## src/rtl/i2c_reg_master.sv

```systemverilog
// I2C register-access master: START, address, write stream, optional repeated-start read, STOP.
// Quarter-bit timing engine with clock-stretch support; lines are open-drain (1 = release).
module i2c_reg_master #(
   parameter int unsigned CLK_FREQ = 25_000_000,
   parameter int unsigned I2C_FREQ = 100_000,
   parameter int unsigned LEN_W    = 4
) (
   input  logic             i_clk,
   input  logic             i_rst,
   input  logic             i_start,
   input  logic [6:0]       i_addr,
   input  logic [LEN_W-1:0] i_wlen,
   input  logic [LEN_W-1:0] i_rlen,
   input  logic [7:0]       i_wdata,
   input  logic             i_wvalid,
   output logic             o_wready,
   output logic [7:0]       o_rdata,
   output logic             o_rvalid,
   output logic             o_busy,
   output logic             o_done,
   output logic             o_nack,
   output logic             o_scl,
   output logic             o_sda,
   input  logic             i_scl,
   input  logic             i_sda
);

   localparam int unsigned QDivRaw = CLK_FREQ / I2C_FREQ / 4;
   localparam int unsigned QDiv    = (QDivRaw < 1) ? 1 : QDivRaw;
   localparam int unsigned QW      = (QDiv > 1) ? $clog2(QDiv) : 1;
   localparam logic [QW-1:0]    QLast  = QW'(QDiv - 1);
   localparam logic [QW-1:0]    QOne   = QW'(1);
   localparam logic [LEN_W-1:0] LenOne = LEN_W'(1);

   typedef enum logic [3:0] {
      StIdle, StStart, StAddr, StAddrAck, StWaitWr, StWrite, StWriteAck,
      StRstart, StRead, StReadAck, StStop
   } state_e;

   state_e           state_q, state_d;
   logic [QW-1:0]    qcnt_q, qcnt_d;
   logic [1:0]       phase_q, phase_d;
   logic [2:0]       bit_q, bit_d;
   logic [7:0]       shift_q, shift_d;
   logic [6:0]       addr_q, addr_d;
   logic             rd_q, rd_d;
   logic [LEN_W-1:0] wcnt_q, wcnt_d;
   logic [LEN_W-1:0] rcnt_q, rcnt_d;
   logic             sample_q, sample_d;
   logic [7:0]       rdata_q, rdata_d;
   logic             rvalid_q, rvalid_d;
   logic             done_q, done_d;
   logic             nack_q, nack_d;
   logic             scl_q, scl_d;
   logic             sda_q, sda_d;
   logic [1:0]       scl_sync_q;
   logic [1:0]       sda_sync_q;

   logic scl_in, sda_in, run, stretch, tick, bit_end, sample_pt;

   // Bus pins are asynchronous to i_clk; two-flop synchronisers before use.
   assign scl_in = scl_sync_q[1];
   assign sda_in = sda_sync_q[1];

   assign run       = (state_q != StIdle) && (state_q != StWaitWr);
   assign stretch   = scl_q && !scl_in;
   assign tick      = run && !stretch && (qcnt_q == QLast);
   assign sample_pt = tick && (phase_q == 2'd2);
   assign bit_end   = tick && (phase_q == 2'd3);

   always_comb begin
      qcnt_d  = qcnt_q;
      phase_d = phase_q;
      if (!run) begin
         qcnt_d  = '0;
         phase_d = 2'd0;
      end else if (stretch || tick) begin
         // A stretched quarter restarts from zero so SCL high time is a full quarter.
         qcnt_d = '0;
         if (tick) phase_d = phase_q + 2'd1;
      end else begin
         qcnt_d = qcnt_q + QOne;
      end
   end

   always_comb begin
      state_d  = state_q;
      bit_d    = bit_q;
      shift_d  = shift_q;
      addr_d   = addr_q;
      rd_d     = rd_q;
      wcnt_d   = wcnt_q;
      rcnt_d   = rcnt_q;
      sample_d = sample_pt ? sda_in : sample_q;
      rdata_d  = rdata_q;
      rvalid_d = 1'b0;
      done_d   = 1'b0;
      nack_d   = nack_q;
      unique case (state_q)
         StIdle: begin
            if (i_start) begin
               state_d = StStart;
               addr_d  = i_addr;
               wcnt_d  = i_wlen;
               rcnt_d  = i_rlen;
               nack_d  = 1'b0;
               rd_d    = (i_wlen == '0) && (i_rlen != '0);
            end
         end
         StStart: begin
            if (bit_end) begin
               state_d = StAddr;
               shift_d = {addr_q, rd_q};
               bit_d   = 3'd7;
            end
         end
         StAddr, StWrite: begin
            if (bit_end) begin
               if (bit_q == 3'd0) begin
                  state_d = (state_q == StAddr) ? StAddrAck : StWriteAck;
               end else begin
                  bit_d   = bit_q - 3'd1;
                  shift_d = {shift_q[6:0], 1'b0};
               end
            end
         end
         StAddrAck: begin
            if (bit_end) begin
               if (sample_q) begin
                  nack_d  = 1'b1;
                  state_d = StStop;
               end else if (rd_q) begin
                  state_d = StRead;
                  bit_d   = 3'd7;
               end else if (wcnt_q != '0) begin
                  state_d = StWaitWr;
               end else begin
                  state_d = StStop;
               end
            end
         end
         StWaitWr: begin
            if (i_wvalid) begin
               state_d = StWrite;
               shift_d = i_wdata;
               bit_d   = 3'd7;
               wcnt_d  = wcnt_q - LenOne;
            end
         end
         StWriteAck: begin
            if (bit_end) begin
               if (sample_q) begin
                  nack_d  = 1'b1;
                  state_d = StStop;
               end else if (wcnt_q != '0) begin
                  state_d = StWaitWr;
               end else if (rcnt_q != '0) begin
                  state_d = StRstart;
                  rd_d    = 1'b1;
               end else begin
                  state_d = StStop;
               end
            end
         end
         StRstart: begin
            if (bit_end) begin
               state_d = StAddr;
               shift_d = {addr_q, 1'b1};
               bit_d   = 3'd7;
            end
         end
         StRead: begin
            if (sample_pt) shift_d = {shift_q[6:0], sda_in};
            if (bit_end) begin
               if (bit_q == 3'd0) begin
                  rdata_d  = shift_q;
                  rvalid_d = 1'b1;
                  rcnt_d   = rcnt_q - LenOne;
                  state_d  = StReadAck;
               end else begin
                  bit_d = bit_q - 3'd1;
               end
            end
         end
         StReadAck: begin
            if (bit_end) begin
               if (rcnt_q == '0) begin
                  state_d = StStop;
               end else begin
                  state_d = StRead;
                  bit_d   = 3'd7;
               end
            end
         end
         StStop: begin
            if (bit_end) begin
               state_d = StIdle;
               done_d  = 1'b1;
            end
         end
         default: state_d = StIdle;
      endcase
   end

   // Line levels are decoded from next-state values and registered, so pins never glitch.
   always_comb begin
      logic scl_bit;
      scl_bit = (phase_d == 2'd1) || (phase_d == 2'd2);
      scl_d   = 1'b1;
      sda_d   = 1'b1;
      unique case (state_d)
         StIdle:                      ;
         StStart: begin
            scl_d = (phase_d != 2'd3);
            sda_d = (phase_d < 2'd2);
         end
         StAddr, StWrite: begin
            scl_d = scl_bit;
            sda_d = shift_d[7];
         end
         StAddrAck, StWriteAck, StRead: scl_d = scl_bit;
         StReadAck: begin
            scl_d = scl_bit;
            sda_d = (rcnt_d == '0);
         end
         StWaitWr: scl_d = 1'b0;
         StRstart: begin
            scl_d = scl_bit;
            sda_d = (phase_d < 2'd2);
         end
         StStop: begin
            scl_d = (phase_d != 2'd0);
            sda_d = (phase_d >= 2'd2);
         end
         default:                     ;
      endcase
   end

   always_ff @(posedge i_clk) begin
      if (i_rst) begin
         state_q    <= StIdle;
         qcnt_q     <= '0;
         phase_q    <= '0;
         bit_q      <= '0;
         shift_q    <= '0;
         addr_q     <= '0;
         rd_q       <= 1'b0;
         wcnt_q     <= '0;
         rcnt_q     <= '0;
         sample_q   <= 1'b0;
         rdata_q    <= '0;
         rvalid_q   <= 1'b0;
         done_q     <= 1'b0;
         nack_q     <= 1'b0;
         scl_q      <= 1'b1;
         sda_q      <= 1'b1;
         scl_sync_q <= 2'b11;
         sda_sync_q <= 2'b11;
      end else begin
         state_q    <= state_d;
         qcnt_q     <= qcnt_d;
         phase_q    <= phase_d;
         bit_q      <= bit_d;
         shift_q    <= shift_d;
         addr_q     <= addr_d;
         rd_q       <= rd_d;
         wcnt_q     <= wcnt_d;
         rcnt_q     <= rcnt_d;
         sample_q   <= sample_d;
         rdata_q    <= rdata_d;
         rvalid_q   <= rvalid_d;
         done_q     <= done_d;
         nack_q     <= nack_d;
         scl_q      <= scl_d;
         sda_q      <= sda_d;
         scl_sync_q <= {scl_sync_q[0], i_scl};
         sda_sync_q <= {sda_sync_q[0], i_sda};
      end
   end

   assign o_wready = (state_q == StWaitWr);
   assign o_rdata  = rdata_q;
   assign o_rvalid = rvalid_q;
   assign o_busy   = (state_q != StIdle);
   assign o_done   = done_q;
   assign o_nack   = nack_q;
   assign o_scl    = scl_q;
   assign o_sda    = sda_q;

endmodule

```

## config.mk

```make
export PLATFORM = sky130hd
export DESIGN_NAME = i2c_reg_master
export DESIGN_NICKNAME = d
export VERILOG_FILES = /design/src/rtl/i2c_reg_master.sv
export SDC_FILE = /design/constraint.sdc
export NUM_CORES = 1
export LEC_CHECK = 0
export ABC_CLOCK_PERIOD_IN_PS = 7650
export CORE_MARGIN = 2
export CORE_UTILIZATION = 30
export DETAILED_ROUTE_END_ITERATION = 16
export SYNTH_ARGS = -nofsm -noshare
export SYNTH_HDL_FRONTEND = slang
export SYNTH_SLANG_ARGS = --single-unit
```

## constraint.sdc

```tcl
create_clock -name i_clk -period 7.65 [get_ports i_clk]
set_input_delay 0.765 -clock i_clk [delete_from_list [all_inputs] [get_ports i_clk]]
set_output_delay 0.765 -clock i_clk [all_outputs]
set_load 0.01 [all_outputs]
```

Yosys cells after proc, flatten, opt, wreduce, memory -nomap -nowiden
Index checks and enable logic that the tools add are counted. Widths: inputs -> output; s select.

Word-level logic and storage cells: 182. Output and inout port bits: 15. Input port bits: 29. Register bits after elaboration: 57.

Bitwise operators: 4. Equal/unequal tests: 48. Reductions and logical operators: 43. $lt $le $gt $ge: 2. Muxes and demuxes: 61. Add/subtract/negate cells: 5.

Operators with widths (number): $mux 4 (22); $mux 8 (6); $pmux 8 s5 (1); $ne 2x2->1 const B (18); $pmux 4 s9 (1); $eq 4x3->1 const B (8); $mux 3 (10); $eq 4x4->1 const B (6); $eq 4x2->1 const B (4); $logic_not 4->1 (4); $pmux 4 s2 (2); $reduce_bool 4->1 (4); $pmux 3 s5 (1); $reduce_or 2->1 (6); $mux 1 (10); $reduce_and 10->1 (1); $reduce_bool 5->1 (2); $reduce_or 3->1 (3); $eq 4x1->1 const B (2); $mux 2 (4); $ne 2x1->1 const B (4); $pmux 1 s4 (2); $reduce_bool 2->1 (4); $sub 4x1->4 const B (2); other kinds (21) (36).

Longest topological paths before layout
Gate-level depths: netlist of run 1.

Depth after elaboration: 11. Gate-level depth with buffers: 12. Mapped depth without buffers: 11.

Least setup slack after synthesis of run 1
No wires, ideal clock.

Kind: reg-to-reg. Start point: register qcnt_q[0]. End point: register sda_q, in the netlist o_sda. Cell stages (with the launch flop): 10. Data required time: 7.526 ns. Setup time: 0.124 ns. Path slack: 5.062 ns. Arrival time: 2.464 ns. Period minus slack after synthesis: 2.588 ns. Cells stage by stage: dfxtp_1 > ha_1 > nand4_2 > nor3_1 > a21oi_1 > a41o_1 > o32ai_4 > maj3_1 > a221oi_1 > a2111o_1.

Word-level cells in the longest chain between the ends: 8.

Ends and longest elaborated chain: from (decl) (line 41) `logic [QW-1:0] qcnt_q, qcnt_d;`; from (signal assigned) (line 261) `qcnt_q <= qcnt_d;`; $eq 6x6->1 * (line 67) `assign tick = run && !stretch && (qcnt_q == QLast);`; $logic_and 1x1->1 * (line 67); $logic_and 1x1->1 (line 69) `assign bit_end = tick && (phase_q == 2'd3);`; $mux 4, or another cell as far along (line 196) `if (bit_end) begin`; $pmux 4 s9 (line 99) `unique case (state_q)`; $eq 4x3->1, or another cell as far along (line 211) `unique case (state_d)`; $reduce_or 2->1 (no source line); $pmux 1 s4 * (line 211); to (signal assigned) (line 256) `sda_q <= 1'b1;`; to (signal assigned) (line 275) `sda_q <= sda_d;`; to (decl) (line 55) `logic sda_q, sda_d;`.

Every way passes the cells marked *; elsewhere a longest branch is shown, timed or not. The select of a mux whose other input is x is not followed. A chain may end at the register's enable or synchronous reset.

Worst setup path in the final report of run 1
Start point: register state_q[1]. End point: register sda_q, in the netlist o_sda.

Word-level cells in the longest chain between the ends: 10.

Ends and longest elaborated chain: from (decl) (line 40) `state_e state_q, state_d;`; from (signal assigned) (line 241) `state_q <= StIdle;`; from (signal assigned) (line 260) `state_q <= state_d;`; $ne 4x3->1 / $reduce_bool 4->1 (equally long branches) (line 65) `assign run = (state_q != StIdle) && (state_q != StWaitWr);`; $logic_and 1x1->1 (line 65); $logic_and 1x1->1 (2 in a row) (line 67); $logic_and 1x1->1 (line 69); $mux 4, or another cell as far along (line 196); $pmux 4 s9 (line 99); $eq 4x3->1, or another cell as far along (line 211); $reduce_or 2->1 (no source line); $pmux 1 s4 * (line 211).

Marked as above.

==> results.txt, run 1 <==
----------------------------------------------------
[Outcome]
  Outcome ... completed

[CTS]
  Clock tree from TritonCTS ... built
  Post-CTS repair timing setup buffer count ... 0
  Number of levels in the clock H-tree ... 3
  Sinks on the clock net ... 57
  Post-cts hold buffer count ... 0
  CTS Buf Count ... 9
  Clk Latency, worst-skew pair ... 340 ps
  Clock transition at the registers of the reported paths ... ~70 ps
  Post-cts repair resize count ... 0
  Number of buffers on the longest clock path ... 2
  Clock Tree Root ... clkbuf_8

[Hold path]
  Hold path cells ... 1
  HP Start ... scl_sync_q[0]$_SDFF_PP1_
  Endpoint of the worst hold-timing path ... scl_sync_q[1]$_SDFF_PP1_
  Type of the tightest min-delay check ... flop to flop

[Route]
  Average via count per standard cell ... approximately 5.2
  Detailed router's first-iteration violation count ... 278
  Total via count in the routed design ... roughly 3k
  DRC violations left ... 0
  Total wire length ... between 8000 and 9000 µm
  Post-DR wirelength/cell ... around 15 µm
  Drt first pass iters ... 4
  Antenna-violating nets left ... 0

[Logic synthesis]
  Mean post-synth cell area ... between 7 and 8 µm²
  Share of the synthesized netlist area taken by xor and xnor gates ... under 10%
  Share of the synthesized area in compound gates (AO/OA/AOI/OAI) ... between 20% and 30%
  Async SR Flop Fraction ... 0%
  Combined area of all synthesized cells ... about 0.0032 mm²
  Post-synthesis instance total ... approximately 410
  Portion of the post-synthesis area used by sequential elements ... between 30% and 40%
  EDFF count, synth ... 0
  Synth top area cells ... dfxtp_1 36%, nand2_1 7.0%, a21oi_1 5.7%
  Synth Flop Type ... dfxtp_1
  Fraction of the mapped netlist area in adder cells ... 4.276%
  Area share of the largest cell type after synthesis ... between 30 and 40%
  Cell type with the highest aggregate area in the netlist ... dfxtp_1
  Count of yosys warnings during synthesis ... 0
  Register bit count reported by yosys ... between 50 and 60
  Post-synthesis share of cell area spent on and, or, nand and nor gates ... 27.99%
  Post-synthesis mux area share ... 0.9897%
  Number of unique standard cell types used by synthesis ... between 60 and 70
  Main combinational cell family by area after synthesis ... simple AND/OR/NAND/NOR gates
  Net count of the mapped netlist ... ~450

[Die]
  Number of cell rows ... 37
  Die area ... between 0.01 and 0.015 mm²
  Number of primary I/O pins ... 44
  Initial core utilization ... a little under a third
  Area inside the core boundary ... just over 0.01 mm²
  Die W ... 106.6 µm
  Die height ... ~110 µm

[Place]
  Gp weighted congestion ... between 0.9 and 1
  Post-DP HPWL ... between 6000 and 7000 µm
  Number of buffer cells added on primary ports ... 43

[Final layout]
  Layout net count ... 475
  Fraction of final layout cells sized beyond drive strength 1 ... between 8 and 9%
  Area Growth Syn to Fin ... 23.99%
  Inserted Diodes ... 0

[Timing]
  Period utilisation layout ... between 40% and 50%
  Setup skew after layout ... between 9 and 10 ps
  Max frequency ... 263.0 MHz
  Setup Viol. Count Final ... 0
  Pin slew with the least headroom to its limit ... roughly 950 ps
  Worst max-slew margin expressed relative to the limit ... 36.07%
  Hold Fails Final Rpt ... 0
  Accumulated negative setup slack ... 0 ps
  Final critical-path required period ... roughly 3800 ps
  Final count of pins violating max slew ... 0
  RSZ-0062 raised after global routing ... false

[Power and ir drop]
  Clock network fraction of design power ... 47.4%
  Total power after layout ... slightly below 0.0008 W
  Net switching share of the total power ... between 20% and 30%
  Switching power total ... about 0.00019 W
  Power density relative to cell area ... 197.5 mW/mm²
  LEAKAGE ... 1.449 nW
  Seq pwr share ... between 40% and 50%
  Max IR drop VDD ... roughly 0.0001 V
  Comb power frac ... between 10% and 20%
  Internal power consumption ... 0.0005888 W

[Global routing]
  Via count of the first global-routing pass ... roughly 2.9k
  Global-route wire length before repair ... ~14000 µm
  Tot GR Track Use ... 15.41%
  Pin count of the biggest net entering global routing ... 53
  Aggregate global routing overflow ... 0
  Initial antenna violation count ... 0

[Setup path]
  Reg2Reg Setup Slack ... ~3800 ps
  R2r worst-path depth ... 8
  Endpoint class of the critical path ... flop
  Critical Path Fanout Max ... 26
  Maximum cell stage delay along the critical path ... roughly 930 ps
  Data arrival time of the critical path ... between 4000 and 5000 ps
  Worst reg2reg path endpoint ... o_sda$_SDFF_PP1_
  Crit Path Category ... flop to flop
  Worst r2r src ... state_q[1]$_SDFF_PP0_
  Critical Path, Cell by Cell ... nor3_4, nor4_4, and2_1, o221ai_2, o32ai_4, maj3_1, a221oi_1, a2111o_1
  Kind of launch point of the worst setup path ... flop
  WP data required ... 7870 ps
  Critical-path top delay cell ... dfxtp_1

[Job]
  Max-capacitance violation count ... 0

----------------------------------------------------
-- layout make-up --
cell class              instances  area (µm²)
well taps                     136       170.2
multi-input cells             303        1829
fillers                      1100        6359
repair buffers                 45       440.4
clock inverters                 4       97.59
flip-flops and latches         57        1141
clock buffers                  12       165.2
inverters                      20       75.07
-- state kept, by name, summed over array words and instances, names as in the netlist --
register / flops
o_rvalid: 1
scl_sync_q: 2
bit_q: 3
addr_q: 7
o_sda: 1
o_scl: 1
o_done: 1
o_rdata: 8
rcnt_q: 4
phase_q: 2
sample_q: 1
qcnt_q: 6
rd_q: 1
shift_q: 8
wcnt_q: 4
sda_sync_q: 2
state_q: 4
o_nack: 1
-- layout by cell type (no fill, tap or decap), types with 5 or more instances in the layout --
cell and count:
nand4_1 8, a211oi_1 6, inv_1 18, nor2b_1 5, or2_2 5, clkbuf_8 12, nand3_1 9, a22o_1 6
o21ai_0 8, nand2b_1 8, o21ai_1 6, o22ai_1 6, ha_1 10, a221oi_1 7, dfxtp_1 57, a21oi_1 36
a31oi_1 8, clkdlybuf4s50_1 42, nor3_1 12, nand2_1 59, nor2_1 46, xnor2_1 5
-- synthesized netlist by cell type, drive strengths merged (9+ instances only) --
master / count
nor3: 13
o21ai: 14
a21oi: 36
nand3: 9
clkbuf: 19
nor2: 46
ha: 10
nand2: 59
inv: 20
dfxtp: 57
nand4: 9
-- critical path: cells and delay by family (launching register included) --
kind	cells	cell delay (ps)
compound gates	4	1000
simple gates	3	1500
flops	1	930
fa+ha+maj	1	260
-- cells by family after synthesis --
| logic type | after synthesis |
|---|---|
| multiplexers | 3 |
| AND/OR/NAND/NOR | 178 |
| XOR/XNOR | 8 |
| AO/OA/AOI/OAI | 103 |
| adder cells (fa/ha/maj) | 11 |
| flip-flops | 57 |
| buffers and inverters | 47 |
-- worst max path at each step --
stage	from	endpoint	depth (start not counted)
after floorplan	qcnt_q[0]$_SDFF_PP0_	o_sda$_SDFF_PP1_	9
after global placement	state_q[1]$_SDFF_PP0_	o_sda$_SDFF_PP1_	8
after detailed placement	state_q[1]$_SDFF_PP0_	o_sda$_SDFF_PP1_	8
after CTS	state_q[1]$_SDFF_PP0_	o_sda$_SDFF_PP1_	8
after global routing	state_q[1]$_SDFF_PP0_	o_sda$_SDFF_PP1_	8
final	state_q[1]$_SDFF_PP0_	o_sda$_SDFF_PP1_	8
-- power groups by stage --
stage	sequential (W)	combinational (W)	clock [W]
2_1_floorplan	0.000319	0.0000595	0
3_3_place_gp	0.000323	0.0000878	0
3_5_place_dp	0.000324	0.0000885	0
4_1_cts	0.000317	0.0000896	0.000374
5_1_grt	0.000319	0.000100	0.000387
6_report	0.000317	0.0000897	0.000367
-- routing by layer --
layer	share of wire, %	track usage [%]	vias to the layer above	wire [µm]
met5	0	0	-	0
met1	47	20.99	1384	4011
met3	5.7	2.857	13	486
li1	-	-	1509	-
met4	2.1	6.679	0	175
met2	45	23.75	97	3824
-- per-stage QoR --
stage               setup slack [ps]  instances  utilization (%)  area, µm²  hold WS (ps)
global route                    3539        577            38.13       3919         433.6
CTS                             3894        577            38.13       3919         412.9
floorplan                       5062        407                -       3161         389.5
finish                          3847        577            38.13       3919         411.4
detailed placement              3914        561            35.57       3656         397.3
global placement                4003        561            35.57       3656         394.2
Power figures use the tool's default switching activity.
==> run 2, diff against run 1 <==
Settings changed: ABC_CLOCK_PERIOD_IN_PS 7650 to 3300.
Clock period 7.65 ns to 3.3 ns, I/O delays scaled along.
==> results.txt, run 2 (synthesis results as in run 1) <==
----------------------------------------------------
[Outcome]
  Outcome ... completed

[Power and ir drop]
  Seq pwr share ... 44.5% (+3.5 points)
  Switching power total ... 0.0004152 W (+120%)
  Net switching share of the total power ... 25.31% (+1.4 points)
  Max IR drop VDD ... 0.0002106 V (+110%)
  Comb power frac ... 13.7% (+2.1 points)
  Internal power consumption ... 0.001225 W (+110%)
  Power density relative to cell area ... 415.1 mW/mm² (+110%)
  LEAKAGE ... 1.487 nW (+2.7%)
  Clock network fraction of design power ... 41.8% (-5.6 points)

[Timing]
  Pin slew with the least headroom to its limit ... 941.2 ps (-10.57 ps)
  Period utilisation layout ... 84.27% (+35 points)
  Worst max-slew margin expressed relative to the limit ... 37.25% (+1.2 points)
  RSZ-0062 raised after global routing ... false
  Setup WS post-layout ... 519.1 ps (-3328 ps)
  Final critical-path required period ... 2781 ps (-1022 ps)
  Accumulated negative setup slack ... 0 ps (unchanged)
  Hold Fails Final Rpt ... 0 (unchanged)
  Setup Viol. Count Final ... 0 (unchanged)
  Setup skew after layout ... 9.868 ps (+0.4589 ps)
  Final count of pins violating max slew ... 0 (unchanged)
  Max frequency ... 359.6 MHz (+37%)

[Global routing]
  Initial antenna violation count ... 0 (unchanged)
  Pin count of the biggest net entering global routing ... 53 (unchanged)
  Via count of the first global-routing pass ... 2974 (+3.5%)
  Aggregate global routing overflow ... 0 (unchanged)
  Tot GR Track Use ... 16.08% (+0.68 points)
  Global-route wire length before repair ... 14590 µm (+4.4%)

[CTS]
  Clock tree from TritonCTS ... built
  Sinks on the clock net ... 57 (unchanged)
  Post-CTS repair timing setup buffer count ... 0 (unchanged)
  Number of buffers on the longest clock path ... 2 (unchanged)
  Post-cts repair resize count ... 0 (unchanged)
  CTS Buf Count ... 9 (unchanged)
  Number of levels in the clock H-tree ... 3 (unchanged)
  Clock Tree Root ... clkbuf_8
  Post-cts hold buffer count ... 0 (unchanged)
  Clock transition at the registers of the reported paths ... 70 ps (about the same)
  Clk Latency, worst-skew pair ... 350 ps (about the same)

[Setup path]
  Endpoint class of the critical path ... flop
  WP data required ... 3530 ps (-4340 ps)
  Kind of launch point of the worst setup path ... flop
  Data arrival time of the critical path ... 3020 ps (-1010 ps)
  Critical Path Fanout Max ... 19 (-27%)
  Crit Path Category ... flop to flop

[Place]
  Dpl ws ... 552.3 ps (-3362 ps)
  Post-DP HPWL ... 6236 µm (+3.0%)
  Number of buffer cells added on primary ports ... 43 (unchanged)
  Total placed cells including tap cells ... 574 (+2.3%)
  Gp weighted congestion ... 0.8812 (-7.8%)

[Route]
  Detailed router's first-iteration violation count ... 332 (+19%)
  Drt first pass iters ... 5 (+1)
  Post-DR wirelength/cell ... 14.69 µm (-0.24%)
  Average via count per standard cell ... 5.279 (+1.4%)
  Antenna-violating nets left ... 0 (unchanged)
  Total wire length ... 8638 µm (+1.7%)
  Total via count in the routed design ... 3104 (+3.4%)
  DRC violations left ... 0 (unchanged)

[Die]
  Die area ... 0.01137 mm² (unchanged)
  Number of primary I/O pins ... 44 (unchanged)
  Die W ... 106.6 µm (unchanged)
  Die height ... 106.6 µm (unchanged)
  Number of cell rows ... 37 (unchanged)
  Area inside the core boundary ... 0.01028 mm² (unchanged)
  Initial core utilization ... 30.75% (unchanged)

[Hold path]
  Type of the tightest min-delay check ... flop to flop

[Final layout]
  Fraction of final layout cells sized beyond drive strength 1 ... 10.40% (+2.0 points)
  Commonest cells after routing, fill and taps aside ... 59 x nand2_1, 57 x dfxtp_1, 46 x nor2_1, 42 x clkdlybuf4s50_1, 36 x a21oi_1
  Most common library cell in the layout ignoring fill and taps ... nand2_1
  Inserted Diodes ... 0 (unchanged)
  Number of filler cells placed in the layout ... 1075 (-2.3%)
  Layout net count ... 488 (+2.7%)
  Area Growth Syn to Fin ... 25.02%
  Final cell count without fillers ... 588 (+1.9%)

[Job]
  Max-capacitance violation count ... 0 (unchanged)

----------------------------------------------------
-- run 2: final timing paths --
| path | slack (ps) | cells past startpoint | start | endpoint |
|---|---|---|---|---|
| max | 520 | 10 | qcnt_q[0]$_SDFF_PP0_ | o_sda$_SDFF_PP1_ |
| min reg2reg | 410 | 1 | scl_sync_q[0]$_SDFF_PP1_ | scl_sync_q[1]$_SDFF_PP1_ |
| min | 410 | 1 | scl_sync_q[0]$_SDFF_PP1_ | scl_sync_q[1]$_SDFF_PP1_ |
| max reg2reg | 520 | 10 | qcnt_q[0]$_SDFF_PP0_ | o_sda$_SDFF_PP1_ |
-- run 2: critical path, cell delays in order (launching register included) --
cell	delay (ps)
dfxtp_1	380
ha_1	180
nand4_2	150
nor4_4	230
buf_4	270
a311o_1	240
o221ai_2	130
o32ai_4	450
maj3_1	270
a221oi_1	90
a2111o_1	280
-- run 2: cell type report --
cell class / count / area, µm² / area share (%)
Multi-Input combinational cell: 303 / 1829 / 46.30
Sequential cell: 57 / 1141 / 28.88
Timing Repair Buffer: 58 / 538.0 / 13.62
Tap cell: 136 / 170.2 / 4.307
Clock buffer: 10 / 127.6 / 3.230
Inverter: 20 / 75.07 / 1.900
Clock inverter: 4 / 70.07 / 1.773
-- run 2: power by group through the flow --
| stage | Combinational, W | Sequential [W] | Clock, W |
|---|---|---|---|
| 5_1_grt | 0.000252 | 0.000734 | 0.000732 |
| 6_report | 0.000225 | 0.000730 | 0.000685 |
| 3_5_place_dp | 0.000223 | 0.000745 | 0 |
| 3_3_place_gp | 0.000222 | 0.000744 | 0 |
| 4_1_cts | 0.000224 | 0.000730 | 0.000703 |
| 2_1_floorplan | 0.000138 | 0.000739 | 0 |
-- run 2: per-stage QoR --
stage | area (µm²) | total power, W | hold slack, ps | util [%]
global route | 3951 | 0.001717 | 423.1 | 38.45
floorplan | 3161 | 0.0008766 | 389.5 | -
detailed placement | 3754 | 0.0009683 | 401.3 | 36.52
CTS | 3951 | 0.001658 | 415.0 | 38.45
global placement | 3754 | 0.0009658 | 397.7 | 36.52
finish | 3951 | 0.001640 | 410.7 | 38.45
-- run 2: routing by layer --
layer  part of all wire [%]  up-vias  global-route usage [%]
met5                      0        -                       0
met4                    1.8        0                   6.586
met3                    5.8       12                   3.404
met2                     46      108                   24.20
met1                     46     1451                   22.31
li1                       -     1533                       -
